### config.mk
export PLATFORM = sky130hd
export DESIGN_NAME = sdram_arbiter
export DESIGN_NICKNAME = d
export VERILOG_FILES = /design/src/rtl/sdram_arbiter.sv
export SDC_FILE = /design/constraint.sdc
export NUM_CORES = 1
export LEC_CHECK = 0
export CORE_MARGIN = 3
export CORE_UTILIZATION = 32
export DETAILED_ROUTE_END_ITERATION = 6
export GPL_ROUTABILITY_DRIVEN = 0
export PLACE_DENSITY = 0.83
export RECOVER_POWER = 50
export SLEW_MARGIN = 20
export SYNTH_ARGS = -nofsm -noshare
export SYNTH_HDL_FRONTEND = slang
export SYNTH_SLANG_ARGS = --single-unit
export TNS_END_PERCENT = 10
### constraint.sdc
create_clock -name clk -period 1.6 [get_ports clk]
set_clock_uncertainty 0.15 [all_clocks]
set_input_delay 0.32 -clock clk [delete_from_list [all_inputs] [get_ports clk]]
set_output_delay 0.32 -clock clk [all_outputs]
set_load 0.05 [all_outputs]
### src/rtl/sdram_arbiter.sv
// Round-robin arbiter sharing one SDRAM controller valid/ready port between
// NPORTS requesters; one transaction in flight, all outputs registered.
module sdram_arbiter #(
  parameter int NPORTS = 3,
  parameter int ADDR_W = 25
) (
  input  logic                     clk,
  input  logic                     reset,
  input  logic [NPORTS-1:0]        p_valid,
  input  logic [NPORTS*ADDR_W-1:0] p_addr,
  input  logic [NPORTS*32-1:0]     p_din,
  input  logic [NPORTS*4-1:0]      p_wmask,
  output logic [NPORTS-1:0]        p_ready,
  output logic [31:0]              p_dout,
  output logic [NPORTS-1:0]        grant,
  output logic                     mem_valid,
  output logic [ADDR_W-1:0]        mem_addr,
  output logic [31:0]              mem_din,
  output logic [3:0]               mem_wmask,
  input  logic [31:0]              mem_dout,
  input  logic                     mem_ready
);

  localparam int LW = (NPORTS > 1) ? $clog2(NPORTS) : 1;
  localparam logic [NPORTS-1:0] ONE = {{(NPORTS-1){1'b0}}, 1'b1};

  typedef enum logic [1:0] {S_IDLE, S_BUSY, S_RESP} state_t;

  state_t              r_state;
  logic [LW-1:0]       r_last;
  logic [NPORTS-1:0]   r_p_ready;
  logic [NPORTS-1:0]   r_grant;
  logic [31:0]         r_p_dout;
  logic                r_mem_valid;
  logic [ADDR_W-1:0]   r_mem_addr;
  logic [31:0]         r_mem_din;
  logic [3:0]          r_mem_wmask;

  logic                w_hi_any;
  logic                w_lo_any;
  logic [LW-1:0]       w_hi;
  logic [LW-1:0]       w_lo;
  logic [LW-1:0]       w_win;
  logic                w_any;

  // Search from last+1 upward first; only if nothing above last is requesting
  // does the lowest index at or below last win, giving modulo-NPORTS wrap.
  always_comb begin
    w_hi_any = 1'b0;
    w_lo_any = 1'b0;
    w_hi     = '0;
    w_lo     = '0;
    for (int unsigned i = 0; i < NPORTS; i++) begin
      if (p_valid[i]) begin
        if (LW'(i) > r_last) begin
          if (!w_hi_any) begin
            w_hi_any = 1'b1;
            w_hi     = LW'(i);
          end
        end else if (!w_lo_any) begin
          w_lo_any = 1'b1;
          w_lo     = LW'(i);
        end
      end
    end
  end

  assign w_any = |p_valid;
  assign w_win = w_hi_any ? w_hi : w_lo;

  always_ff @(posedge clk) begin
    if (reset) begin
      r_state     <= S_IDLE;
      r_last      <= LW'(NPORTS - 1);
      r_p_ready   <= '0;
      r_grant     <= '0;
      r_p_dout    <= '0;
      r_mem_valid <= 1'b0;
      r_mem_addr  <= '0;
      r_mem_din   <= '0;
      r_mem_wmask <= '0;
    end else begin
      r_p_ready <= '0;
      case (r_state)
        S_IDLE: begin
          if (w_any) begin
            r_last      <= w_win;
            r_grant     <= ONE << w_win;
            r_mem_addr  <= p_addr[w_win*ADDR_W +: ADDR_W];
            r_mem_din   <= p_din[w_win*32 +: 32];
            r_mem_wmask <= p_wmask[w_win*4 +: 4];
            r_mem_valid <= 1'b1;
            r_state     <= S_BUSY;
          end
        end
        S_BUSY: begin
          if (mem_ready) begin
            r_mem_valid <= 1'b0;
            r_p_dout    <= mem_dout;
            r_p_ready   <= ONE << r_last;
            r_state     <= S_RESP;
          end
        end
        S_RESP: begin
          r_grant <= '0;
          r_state <= S_IDLE;
        end
        default: r_state <= S_IDLE;
      endcase
    end
  end

  assign p_ready   = r_p_ready;
  assign p_dout    = r_p_dout;
  assign grant     = r_grant;
  assign mem_valid = r_mem_valid;
  assign mem_addr  = r_mem_addr;
  assign mem_din   = r_mem_din;
  assign mem_wmask = r_mem_wmask;

endmodule

==> run_results.csv <==
group,metric,value,unit
clock_network,cts_max_level,3,
timing,slew_headroom,64.94,%
floorplanning,ios,321,
clock_network,cts-root-buf,"clkbuf_16",
power,power_density,1009,nW/um^2
route,first_iter_violations,269,
worst_hold_path,hold_path.class,"input pin to flop",
floorplanning,fp.dieW,124.2,um
run_status,violations,"negative setup slack",
floorplanning,start_util,33.21,%
clock_network,cts.sinks,104,
setup_path,endpoint,"mem_din[10]",
timing,max_freq,550.6,MHz
route,detail-route-antenna-nets,0,
run_status,status,"complete, but fails checks",
setup_path,path_class,"flop to flop",
clock_network,cts_tree,"yes",
setup_path,critPathMaxFanout,21,
setup_path,rrSetupSlack,-0.22,ns
route,firstDrtPassIters,4,
clock_network,clkLatencyLatePin,0.34,ns
grt,overflow,0,
clock_network,cts_made_buffers,9,
timing,hold_viol_final,0,
synth,synth.avg_cell_area,9.406,um^2
setup_path,r2r-start,"r_last[0]",
setup_path,start_kind,"flop",
finish,fin_cells,987,
setup_path,end_kind,"flop",
route,wl_per_cell,22.01,um
synth,netlist_top_cells_area,"dfxtp_1 (47%), mux2i_1 (14%), a32oi_1 (10%)",
floorplanning,dieArea,15420,um^2
placed_design,numPlacedInstances,961,
timing,post-route-min-period,1.816,ns
power,leakage,3.563,nW
synth,syn_inst,475,
timing,tightestPinTransition,0.5258,ns
flow_run,maxCapViolations,0,
timing,finalMaxSlewViolations,0,
route,via_count,5273,
clock_network,path_clk_slew,0.07,ns
setup_path,ff2ff_path_depth,5,
finish,drive_gt1_share,26.45,%
setup_path,crit_arrival,1.91,ns
finish,fillers,963,
clock_network,clockBufferDepth,2,
grt,track_usage,25.54,%
synth,synth_top_area_share,46.60,%
floorplanning,rows,42,
floorplanning,die_y,124.2,um
timing,worst_slack,-0.2162,ns
synth,syn_area,4468,um^2
power,total_power,8.958,mW
route,wirelength,21730,um
grt,grt_pass1_vias,5480,
grt,grt_pass1_wl,29590,um
setup_path,r2r_end,"mem_din[10]",
setup_path,worstPathRequired,1.69,ns
placed_design,place_hpwl,14840,um
timing,rsz0062_at_grt,"true",
finish,multiInputGateArea,2469,um^2
finish,seq_area,2085,um^2
synth,seq_area_frac_synth,46.60,%
finish,nets,1025,
route,drc,0,
synth,ys_ff_latch,104,
timing,setup_violations,61,
route,vias_per_cell,5.342,
floorplanning,design.core.area,13450,um^2
grt,grt_max_degree,63,
synth,yosys.area.top_type,"dfxtp_1",
synth,ys_warn_count,0,
placed_design,io_buffers,320,
synth,yosysUniqueCellTypes,32,
setup_path,cp-startpoint,"r_last[0]",
finish,area_growth,98.66,%
grt,antenna_found_initial,1,
synth,syn_nets,696,
timing,period_share,113.5,%
power,vdd_drop_max,0.6198,mV
[metrics by stage]
| step | cell area [um^2] | util [%] | hold slack, ns | setup slack (ns) | TNS [ns] |
|---|---|---|---|---|---|
| finish | 8876 | 65.98 | 0.2405 | -0.2162 | -4.683 |
| global route | 8874 | 65.96 | 0.2530 | -0.2328 | -9.917 |
| CTS | 9831 | 73.07 | 0.2283 | -0.1195 | -4.789 |
| detailed placement | 9056 | 67.32 | 0.3334 | -0.7373 | -47.07 |
| global placement | 9056 | 67.32 | 0.3290 | -0.6585 | -42.38 |
| floorplan | 4496 | - | 0.2773 | -0.09929 | -4.090 |
[cell type report]
class | instances | area share (%)
clock buffers | 13 | 2.819
repair buffers | 363 | 42.57
diodes | 2 | 0.05639
flip-flops and latches | 104 | 23.48
well taps | 176 | 2.481
clock inverters | 3 | 0.7330
multi-input cells | 325 | 27.81
inverters | 1 | 0.04229
[repair_timing]
| action | in CTS | in global routing |
|---|---|---|
| setup endpoints to repair | 66 | 62 |
| endpoints found under the hold margin | 0 | 0 |
| setup buffers | 5 | 0 |
| cloned | 6 | 0 |
| resized for setup | 59 | 25 |
| pin swaps | 8 | 3 |
| hold buffers | 0 | 0 |
[worst min-delay path by stage]
stage	end	depth (start not counted)	slack (ns)	start
2_1_floorplan	p_ready[0]	1	0.28	r_last[0]
3_3_place_gp	p_dout[20]	2	0.33	p_dout[20]
3_5_place_dp	p_dout[21]	2	0.33	p_dout[21]
4_1_cts	r_state[0]	3	0.23	reset
5_1_grt	r_state[0]	3	0.25	reset
6_report	r_state[0]	3	0.24	reset
[where the power goes]
| group | total [mW] | switching, mW | internal, mW |
|---|---|---|---|
| Clock | 2.43 | 1.01 | 1.42 |
| Combinational | 3.46 | 1.87 | 1.58 |
| Sequential | 3.07 | 0.217 | 2.86 |
[worst max-delay path, stage by stage, from the launching register on]
cell      delay (ns)
dfxtp_2         0.32
nand2b_4        0.12
a22o_2          0.22
or3_4           0.45
buf_16          0.20
o21ai_1         0.25
[logic make-up after synthesis]
group                  share of synthesized area [%]
AND/OR/NAND/NOR                                9.997
AO/OA/AOI/OAI                                  24.45
flip-flops                                     46.60
multiplexers                                   13.67
buffers and inverters                          5.292
[synth_stat cells]
| cell type | number |
|---|---|
| or2_2 | 1 |
| nor2b_1 | 1 |
| a2bb2oi_1 | 1 |
| a22o_1 | 1 |
| buf_1 | 1 |
| buf_4 | 2 |
| clkbuf_1 | 27 |
| or3b_2 | 1 |
| buf_6 | 6 |
| nor2_2 | 1 |
| o211ai_1 | 2 |
| nand2_1 | 79 |
| nor2_1 | 3 |
| a21oi_1 | 41 |
| o211ai_2 | 7 |
| nand3b_1 | 1 |
| mux2i_1 | 61 |
| buf_2 | 9 |
| and3_1 | 1 |
| or3_1 | 2 |
| nor4_1 | 2 |
| o21bai_1 | 1 |
| o22ai_2 | 4 |
| a32oi_1 | 53 |
| and3b_1 | 1 |
| nand2_2 | 1 |
| nand2b_1 | 2 |
| dfxtp_1 | 104 |
| inv_1 | 1 |
| nand3_1 | 8 |
| o21ai_1 | 49 |
| nor3_1 | 1 |
[placed cells by master, fill, tap and decap left out, types with 14 or more instances in the layout]
master / instances
clkdlybuf4s50_1: 216
dfxtp_1: 102
nand2_1: 79
clkbuf_2: 66
a32oi_1: 53
buf_12: 42
mux2i_1: 41
a21oi_1: 40
o21ai_1: 38
buf_4: 16
mux2i_4: 14
[registers in the layout, summed over array words and instances, names as in the netlist]
| register | count |
|---|---|
| mem_addr | 25 |
| p_dout | 32 |
| grant | 3 |
| r_state | 2 |
| mem_valid | 1 |
| mem_wmask | 4 |
| r_last | 2 |
| p_ready | 3 |
| mem_din | 32 |
[layer usage]
metal | vias to the layer above | GRT usage (%) | wire (um)
li1 | 2427 | - | -
met1 | 2514 | 25.97 | 7304
met2 | 272 | 47.13 | 11230
met3 | 60 | 8.038 | 2207
met4 | 0 | 12.18 | 979
met5 | - | 0 | 0
Power figures use the tool's default switching activity.
